==> src/rtl/aabb_overlap.sv <==
// aabb_overlap: combinational strict axis-aligned bounding-box overlap test
//   i_AX/i_AY, i_AW/i_AH : box A corner and size
//   i_BX/i_BY, i_BW/i_BH : box B corner and size
//   o_Overlap            : 1 when the boxes overlap; touching edges do not count
module aabb_overlap #(
    parameter int W  = 11,
    parameter int XW = 10,
    parameter int YW = 9
) (
    input  logic [XW-1:0] i_AX,
    input  logic [YW-1:0] i_AY,
    input  logic [W-1:0]  i_AW,
    input  logic [W-1:0]  i_AH,
    input  logic [XW-1:0] i_BX,
    input  logic [YW-1:0] i_BY,
    input  logic [W-1:0]  i_BW,
    input  logic [W-1:0]  i_BH,
    output logic          o_Overlap
);
    logic [W-1:0] w_ax, w_ay, w_bx, w_by;

    assign w_ax = W'(i_AX);
    assign w_ay = W'(i_AY);
    assign w_bx = W'(i_BX);
    assign w_by = W'(i_BY);

    assign o_Overlap = (w_ax < w_bx + i_BW) && (w_bx < w_ax + i_AW) &&
                       (w_ay < w_by + i_BH) && (w_by < w_ay + i_AH);
endmodule

==> config.mk <==
export PLATFORM = sky130hd
export DESIGN_NAME = aabb_overlap
export DESIGN_NICKNAME = d
export VERILOG_FILES = /design/src/rtl/aabb_overlap.sv
export SDC_FILE = /design/constraint.sdc
export NUM_CORES = 1
export LEC_CHECK = 0
export ABC_AREA = 1
export BUFFER_PORTS_ARGS = -buffer_cell sky130_fd_sc_hd__buf_2
export CELL_PAD_IN_SITES_DETAIL_PLACEMENT = 0
export CELL_PAD_IN_SITES_GLOBAL_PLACEMENT = 1
export CORE_UTILIZATION = 34
export DETAILED_ROUTE_END_ITERATION = 12
export PLACE_DENSITY = 0.92
export SYNTH_ARGS = -nofsm -noshare
export SYNTH_HDL_FRONTEND = slang
export SYNTH_SLANG_ARGS = --single-unit
==> constraint.sdc <==
create_clock -name vclk -period 3.25
set_input_delay 0.65 -clock vclk [all_inputs]
set_output_delay 0.65 -clock vclk [all_outputs]
set_load 0.05 [all_outputs]
==> summary.md, run 1 <==
| Metric | Value |
|---|---|
| Clkbuf count | 0 |
| DIE WIDTH | 91.41 um |
| Hold path start | i_AW[10] |
| WP data required | 2600 ps |
| Row count | 32 |
| NetSw | 436.5 uW |
| Hold_buf cts | 0 |
| Synth warn | 0 |
| # setup viols final | 1 |
| Slowest cell delay on critical path | 420 ps |
| Drt total wl | 7.860 mm |
| Die H | 91.41 um |
| Io pins | 83 |
| First-pass GRT wire length | 13.88 mm |
| Buf+Inv Stages, Crit Path | 5 |
| Max-Slew Margin vs Limit | 0.8286 |
| Post-route DRC | 0 |
| Critical path capture point type | output port |
| Vias | 3280 |
| Syn avg cell area | 6.320 um2 |
| Vias in the first global route | 3444 |
| Int Power | 410.1 uW |
| Worst Hold Class | primary input to output port |
| Routed len/inst | 11.26 um |
| Layout area overhead | 49.45% |
| Hold WS | 1819 ps |
| IO buf count | 83 |
| Status | finished, violations left |
| Crit path DAT | 2910 ps |
| Antenna violations before repair | 0 |
| Comb pwr share | 1.000 |
| Maximum VDD drop | 0.09317 mV |
| Grt ovf | 0 |
| Register area | 0 um2 |
| Core box area | 7727 um2 |
| Sw Ratio | 0.5156 |
| Synth unique cells | 27 |
| Cells after Synth | 430 |
| CP Depth | 16 |
| Clock share of power | 0 |
| Tot Pwr | 846.7 uW |
| Vias/cell | 4.699 |
| RSZ-0062 raised after global routing | yes |
| Mapped Nets | 588 |
| Max_cap viols | 0 |
| Seq pwr share | 0 |
| Nets | 756 |
| Register area share after synthesis | 0 |
| Worst path slowest cell | fa_1 |
| Peak Freq | 281.2 MHz |
| Full die area | 8355 um2 |
| Gpl congestion | 0.8500 |
| Pins Over Slew Limit | 0 |
| Layout cell share with drive strength beyond 1 | 0.3591 |
| Diodes inserted | 0 |
| Final Hold Fails | 0 |
| Worst Tran Pin Value | 257.0 ps |
| Pwr Density | 208.5 nW/um2 |
| Failing checks | negative setup slack |
| Pre-antenna DRT Iters | 4 |
| Leakage | 2.316 nW |
| Crit path kind | primary input to output port |
| Gr usage total | 0.1954 |
| Startpoint types | primary input |
| Hold Crit Depth | 7 |
| Final WS setup | -305.9 ps |
| Worst Hold Endpoint | o_Overlap |
| Crit Path Max Fanout | 3 |
| Cell family with most CP delay | adder cells |
| Initial DRC Count | 97 |
| Largest net degree at the start of global routing | 7 |
| Initial Util | 0.3517 |
| Hpwl dp | 7.112 mm |
| Post-DRT Antenna Nets | 0 |
| Tmin final | 3556 ps |
| CP Cell Sequence | buf_2 > ha_1 > inv_1 > fa_1 > inv_1 > a21oi_2 > buf_4 > nor2_1 > nor2_1 > xor2_1 > ha_1 > nand2_1 > o21a_1 > nor2_2 > nor2_4 > buf_8 |
| Synthesized area | 2718 um2 |
| Period utilization | 1.094 |
| Seq Cell Count | 0 |
## logic make-up (layout without fill, tap and decap cells)
| logic type | count (synthesis) | after routing | share of synthesized area |
|---|---|---|---|
| fa+ha+maj | 76 | 76 | 0.3610 |
| simple gates | 204 | 204 | 0.3260 |
| xor+xnor | 30 | 30 | 0.09669 |
| buf+inv | 60 | 226 | 0.08287 |
| compound gates | 60 | 60 | 0.1335 |
## final cells by class
class                           instances  area, um2
Multi-Input combinational cell        370       2658
Timing Repair Buffer                  166       1051
Inverter                               60      225.2
Tap cell                              102      127.6
Fill cell                             762       3666
## cell usage in the layout, fill, tap and decap left out, types with 4 or more instances in the layout
cell type,instances
ha_4,9
nand2_2,4
a21oi_1,29
buf_2,81
buf_4,84
nand3_1,19
inv_1,57
xor2_1,21
nor2_1,27
nand3_2,6
ha_1,62
nand2_1,129
nand4_1,7
a21oi_2,10
o21ai_1,4
xnor2_1,9
nor2_2,5
## synth_stat cells, types with 2 or more instances
cell type	n	area (um2)
ha_1	72	900.9
inv_2	3	11.26
nand2_1	129	484.2
fa_1	4	80.08
nor2_2	4	25.02
a21oi_1	32	160.2
a31o_2	2	17.52
nand3_1	19	95.09
o21bai_1	3	22.52
a31oi_1	5	31.28
nor3_1	3	15.01
nand4_1	7	43.79
a21oi_2	7	61.31
xor2_1	21	183.9
nand3_2	6	60.06
o21ai_1	3	15.01
o21ai_0	3	15.01
nor2_1	29	108.9
xnor2_1	9	78.83
a21o_1	3	22.52
inv_1	57	214.0
nand2_2	4	25.02
## per-stage QoR
step / TNS, ps / utilization / instances / area [um2] / setup slack (ps)
2_1_floorplan: -57.43 / - / 430 / 2808 / -57.43
3_3_place_gp: -421.4 / 0.5133 / 697 / 3966 / -421.4
3_5_place_dp: -477.5 / 0.5133 / 697 / 3966 / -477.5
4_1_cts: -322.0 / 0.5188 / 697 / 4009 / -322.0
5_1_grt: -499.6 / 0.5256 / 698 / 4061 / -499.6
6_report: -305.9 / 0.5256 / 698 / 4061 / -305.9
## worst min-delay path, cell delays in order
cell     delay, ps
buf_2           90
nand2_1         50
nand2_1         70
nand2_2         60
nand3_2         80
nor2_4          30
buf_8          140
## worst max-delay path by stage
| stage | slack [ps] | start | endpoint |
|---|---|---|---|
| global placement | -420 | i_AX[0] | o_Overlap |
| global route | -500 | i_AX[2] | o_Overlap |
| CTS | -320 | i_BX[0] | o_Overlap |
| finish | -310 | i_AY[0] | o_Overlap |
| floorplan | -60 | i_AX[0] | o_Overlap |
| detailed placement | -480 | i_AX[0] | o_Overlap |
## power groups by stage
stage	clock network, mW	logic (mW)	registers [mW]
global placement	0	0.787	0
global route	0	0.963	0
finish	0	0.847	0
detailed placement	0	0.817	0
CTS	0	0.836	0
floorplan	0	0.518	0
## repair_timing
| item | 4_1_cts | 5_1_grt |
|---|---|---|
| gates resized for setup | 7 | 9 |
| setup buffers | 0 | 1 |
| setup endpoints to repair | 1 | 1 |
| pin swaps | 8 | 4 |
## layer usage
layer	vias up	global-route usage	wire (um)
met5	-	0	0
met4	0	0.02116	80
met3	8	0.004188	246
met2	68	0.4004	3956
met1	1448	0.2272	3576
li1	1756	-	-
Note: power is estimated with default switching activity, not from simulation.
==> run 2, diff against run 1 <==
--- a/config.mk
+++ b/config.mk
@@ -9,6 +9,7 @@
 export BUFFER_PORTS_ARGS = -buffer_cell sky130_fd_sc_hd__buf_2
 export CELL_PAD_IN_SITES_DETAIL_PLACEMENT = 0
 export CELL_PAD_IN_SITES_GLOBAL_PLACEMENT = 1
+export CORE_ASPECT_RATIO = 0.8
 export CORE_UTILIZATION = 34
 export DETAILED_ROUTE_END_ITERATION = 12
 export PLACE_DENSITY = 0.92
==> run 2 against run 1 <==
The flow still finishes with violations (negative setup slack). Via count barely moved. Combinational power rose by 0.9%. Count of clock-buffer cells in the layout unchanged. Fmax shrank 1.9%. Global-route usage grew 0.46 points. Critical endpoint unchanged. Largest power group unchanged.
==> summary.md, run 2 (synthesis results as in run 1) <==
| Metric | Value |
|---|---|
| Full die area | 8357 um2 |
| Crit Path Max Fanout | 4 |
| Seq Cell Count | 0 |
| Dpl cells | 700 |
| Layout area overhead | 50.41% |
| Most common cell after layout, fill and taps aside | nand2_1 |
| DIE WIDTH | 102.0 um |
| RSZ-0062 raised after global routing | yes |
| Tot Pwr | 854.6 uW |
| Worst Tran Pin Value | 270.6 ps |
| Hold WS | 1819 ps |
| Gpl congestion | 0.9071 |
| Filler Cell Count | 742 |
| Startpoint types | primary input |
| Leakage | 2.328 nW |
| First-pass GRT wire length | 13.60 mm |
| Final Instance Area | 4088 um2 |
| Grt ovf | 0 |
| Antenna violations before repair | 0 |
| Peak Freq | 275.9 MHz |
| Hpwl dp | 7.310 mm |
| Placed Area | 3970 um2 |
| Tmin final | 3625 ps |
| Pwr Density | 209.1 nW/um2 |
| Post-DRT Antenna Nets | 0 |
| Vias/cell | 4.664 |
| DP Worst Slack | -489.6 ps |
| Initial Util | 0.3591 |
| Initial DRC Count | 108 |
| # setup viols final | 1 |
| Layout cell share with drive strength beyond 1 | 0.3662 |
| Hold path start | i_AW[10] |
| Critical path origin | i_BX[0] |
| Final Hold Fails | 0 |
| Row count | 28 |
| Crit path kind | primary input to output port |
| Most frequent cells in the layout | nand2_1 (124), buf_4 (85), buf_2 (80) |
| Final WS setup | -374.6 ps |
| WP data required | 2600 ps |
| Period utilization | 1.115 |
| Hold_buf cts | 0 |
| Final core occ | 0.5402 |
| Nets | 758 |
| Routed len/inst | 11.55 um |
| Max_cap viols | 0 |
| Gr usage total | 0.2001 |
| Register area | 0 um2 |
| Vias in the first global route | 3184 |
| Multi-input combinational cell area | 2651 um2 |
| Drt total wl | 8.118 mm |
| Status | finished, violations left |
| Critical path capture point type | output port |
| Crit path DAT | 2970 ps |
| Core box area | 7567 um2 |
| Setup crit end | o_Overlap |
| Pins Over Slew Limit | 0 |
| Total Neg Setup Slack | -374.6 ps |
| Worst Hold Class | primary input to output port |
| Vias | 3279 |
| Largest net degree at the start of global routing | 6 |
| Max-Slew Margin vs Limit | 0.8182 |
| Io pins | 83 |
| Layout Cells excl Fill | 703 |
| Diodes inserted | 0 |
| Pre-antenna DRT Iters | 4 |
| Failing checks | negative setup slack |
| Clkbuf count | 0 |
| Die H | 81.97 um |
| IO buf count | 83 |
| Maximum VDD drop | 0.1321 mV |
| Post-route DRC | 0 |
==> run 2: routing by layer <==
metal,routed length (um),vias up,share of wire,GRT usage
met3,258,4,0.032,0.006809
met4,52,0,0.0064,0.02143
met5,0,-,0,0
li1,-,1773,-,-
met1,4093,1437,0.50,0.2764
met2,3714,65,0.46,0.3561
==> run 2: area by class of cell <==
type / count / area share
multi-input combinational: 370 / 0.6486
timing repair buffer: 168 / 0.2642
inverter: 60 / 0.05510
tap: 105 / 0.03214
==> run 2: worst max-delay path: stages <==
cell and delay [ps]:
buf_8 100, ha_4 150, fa_2 390, a31oi_1 210, xor2_1 230, ha_1 280, nand2_1 90, nand2_1 70
a21oi_2 110, nand2_1 60, nand2_1 60, nand2_1 40, nand2_1 60, nand2_1 60, nand2_2 60, nand3_2 80
nor2_4 130, buf_8 150
==> run 2: worst min path at each step <==
stage | end | slack [ps] | cells past startpoint
2_1_floorplan | o_Overlap | 1580 | 5
3_3_place_gp | o_Overlap | 1870 | 7
3_5_place_dp | o_Overlap | 1870 | 7
4_1_cts | o_Overlap | 1820 | 7
5_1_grt | o_Overlap | 1870 | 7
6_report | o_Overlap | 1820 | 7
==> run 2: timing repair <==
item | in CTS | in global routing
pin swaps | 15 | 5
hold endpoints to repair | 0 | 0
cloned | 0 | 0
gates resized for setup | 11 | 9
buffers inserted | 2 | 1
setup endpoints to repair | 1 | 1
==> run 2: report_power, final <==
group | switching [mW] | internal [mW] | total (mW) | leakage, nW
sequential | 0 | 0 | 0 | 0
combinational | 0.442 | 0.412 | 0.855 | 2.33
clock | 0 | 0 | 0 | 0
==> run 3, diff against run 2 <==
--- a/config.mk
+++ b/config.mk
@@ -6,13 +6,14 @@
 export NUM_CORES = 1
 export LEC_CHECK = 0
 export ABC_AREA = 1
-export BUFFER_PORTS_ARGS = -buffer_cell sky130_fd_sc_hd__buf_2
+export BUFFER_PORTS_ARGS = -buffer_cell sky130_fd_sc_hd__buf_4
 export CELL_PAD_IN_SITES_DETAIL_PLACEMENT = 0
 export CELL_PAD_IN_SITES_GLOBAL_PLACEMENT = 1
 export CORE_ASPECT_RATIO = 0.8
 export CORE_UTILIZATION = 34
 export DETAILED_ROUTE_END_ITERATION = 12
 export PLACE_DENSITY = 0.92
+export RECOVER_POWER = 25
 export SYNTH_ARGS = -nofsm -noshare
 export SYNTH_HDL_FRONTEND = slang
 export SYNTH_SLANG_ARGS = --single-unit
==> run 3 against run 2 <==
The flow still finishes with violations (negative setup slack). Critical path depth is the same. Sequential share of layout area is the same. Final cell count shrank 1.4%. Critical path type unchanged. Highest routed layer unchanged. Wire length grew 3.7%. Global-route usage grew 0.18 points. Via count shrank 1.8%. Fmax grew 1.1%. Die area is the same.
==> summary.md, run 3 (synthesis results as in run 1) <==
| Metric | Value |
|---|---|
| Pins Over Slew Limit | 0 |
| Full die area | 8357 um2 |
| Maximum VDD drop | 0.1271 mV |
| Vias/cell | 4.648 |
| DIE WIDTH | 102.0 um |
| Initial DRC Count | 143 |
| Seq Cell Count | 0 |
| Pre-antenna DRT Iters | 4 |
| Layout area overhead | 54.47% |
| Drt total wl | 8.415 mm |
| IO buf count | 83 |
| Vias in the first global route | 3144 |
| Pwr Density | 208.3 nW/um2 |
| Status | finished, violations left |
| Register area | 0 um2 |
| Clock share of power | 0 |
| Most frequent cells in the layout | buf_4 (156), nand2_1 (128), ha_1 (62) |
| Worst Hold Class | primary input to output port |
| Post-DRT Antenna Nets | 0 |
| Routed len/inst | 12.14 um |
| Most common cell after layout, fill and taps aside | buf_4 |
| Antenna violations before repair | 0 |
| Failing checks | negative setup slack |
| Max-Slew Margin vs Limit | 0.8247 |
| RSZ-0062 raised after global routing | yes |
| Clkbuf count | 0 |
| Tmin final | 3584 ps |
| Hpwl dp | 7.602 mm |
| NetSw | 445.9 uW |
| Die H | 81.97 um |
| Hold_buf cts | 0 |
| Core box area | 7567 um2 |
| Int Power | 428.5 uW |
| Gpl congestion | 0.9479 |
| # setup viols final | 1 |
| Worst Tran Pin Value | 261.2 ps |
| Period utilization | 1.103 |
| Diodes inserted | 0 |
| CP Cell Sequence | buf_4 > ha_4 > fa_2 > a21oi_2 > xor2_1 > ha_1 > nand2_1 > nand2_1 > a21oi_2 > nand2_1 > nand2_1 > nand2_1 > nand2_1 > nand2_1 > nand2_1 > nand3_2 > nor2_4 > buf_8 |
| WP data required | 2600 ps |
| Critical path's most frequent cell | nand2_1 |
| Final Instance Area | 4198 um2 |
| Leakage | 2.347 nW |
| First-pass GRT wire length | 13.66 mm |
| Io pins | 83 |
| Largest net degree at the start of global routing | 6 |
| Peak Freq | 279.0 MHz |
| Max_cap viols | 0 |
| DP Worst Slack | -411.6 ps |
| Comb pwr share | 1.000 |
| Final WS setup | -333.8 ps |
| Post-route DRC | 0 |
| Startpoint types | primary input |
| Final Hold Fails | 0 |
| Placed Area | 4118 um2 |
| Grt ovf | 0 |
| Sw Ratio | 0.5100 |
| Vias | 3221 |
| Initial Util | 0.3591 |
| Nets | 748 |
| Crit path DAT | 2930 ps |
| Seq pwr share | 0 |
| Crit Path Max Fanout | 4 |
| Gr usage total | 0.2019 |
| Slowest cell delay on critical path | 390 ps |
| Critical path capture point type | output port |
| Row count | 28 |
| Crit path kind | primary input to output port |
| Layout cell share with drive strength beyond 1 | 0.3503 |
| Worst path slowest cell | fa_2 |
## run 3: cell types whose count changed in the layout (fill, tap and decap cells not counted), sizes merged
cell and change:
buf -10
## run 3: final timing paths
| path | from | end | slack [ps] | depth (start not counted) |
|---|---|---|---|---|
| hold / removal | i_AW[10] | o_Overlap | 1810 | 7 |
| setup / recovery | i_BW[0] | o_Overlap | -330 | 18 |
## run 3: metrics by stage
| step | setup TNS (ps) | utilization | power [mW] | instances | hold WS [ps] |
|---|---|---|---|---|---|
| after floorplan | -57.43 | - | 0.5183 | 430 | 1585 |
| after global placement | -392.7 | 0.5441 | 0.8105 | 692 | 1841 |
| after detailed placement | -411.6 | 0.5441 | 0.8403 | 692 | 1844 |
| after CTS | -327.3 | 0.5506 | 0.8634 | 693 | 1818 |
| after global routing | -531.8 | 0.5547 | 0.9908 | 693 | 1854 |
| final | -333.8 | 0.5547 | 0.8745 | 693 | 1810 |
## run 3: layout make-up
cell class / instances / area [um2]
Timing Repair Buffer: 158 / 1197
Fill cell: 753 / 3369
Inverter: 60 / 225.2
Multi-Input combinational cell: 370 / 2644
Tap cell: 105 / 131.4
## run 3: layer usage
metal / track usage / share of wire
met1: 0.2909 / 0.52
met3: 0.004255 / 0.039
met4: 0.01429 / 0.0044
met5: 0 / 0
met2: 0.3486 / 0.44
## run 3: power groups by stage
stage | sequential, mW | combinational (mW) | clock (mW)
6_report | 0 | 0.874 | 0
5_1_grt | 0 | 0.991 | 0
4_1_cts | 0 | 0.863 | 0
3_5_place_dp | 0 | 0.840 | 0
3_3_place_gp | 0 | 0.811 | 0
2_1_floorplan | 0 | 0.518 | 0
## run 3: worst max-delay path, delay by kind of cell
family                   cells  cell delay [ps]
buffers and inverters        2              270
AND/OR/NAND/NOR             10              640
adder cells (fa/ha/maj)      3              840
AO/OA/AOI/OAI                2              280
XOR/XNOR                     1              240
## run 3: repair_timing
item                                    CTS  global route
endpoints found under the setup margin    1             1
resized for setup                        10             4
cloned                                    0             0
setup buffers                             1             0
pin swaps                                 6             2
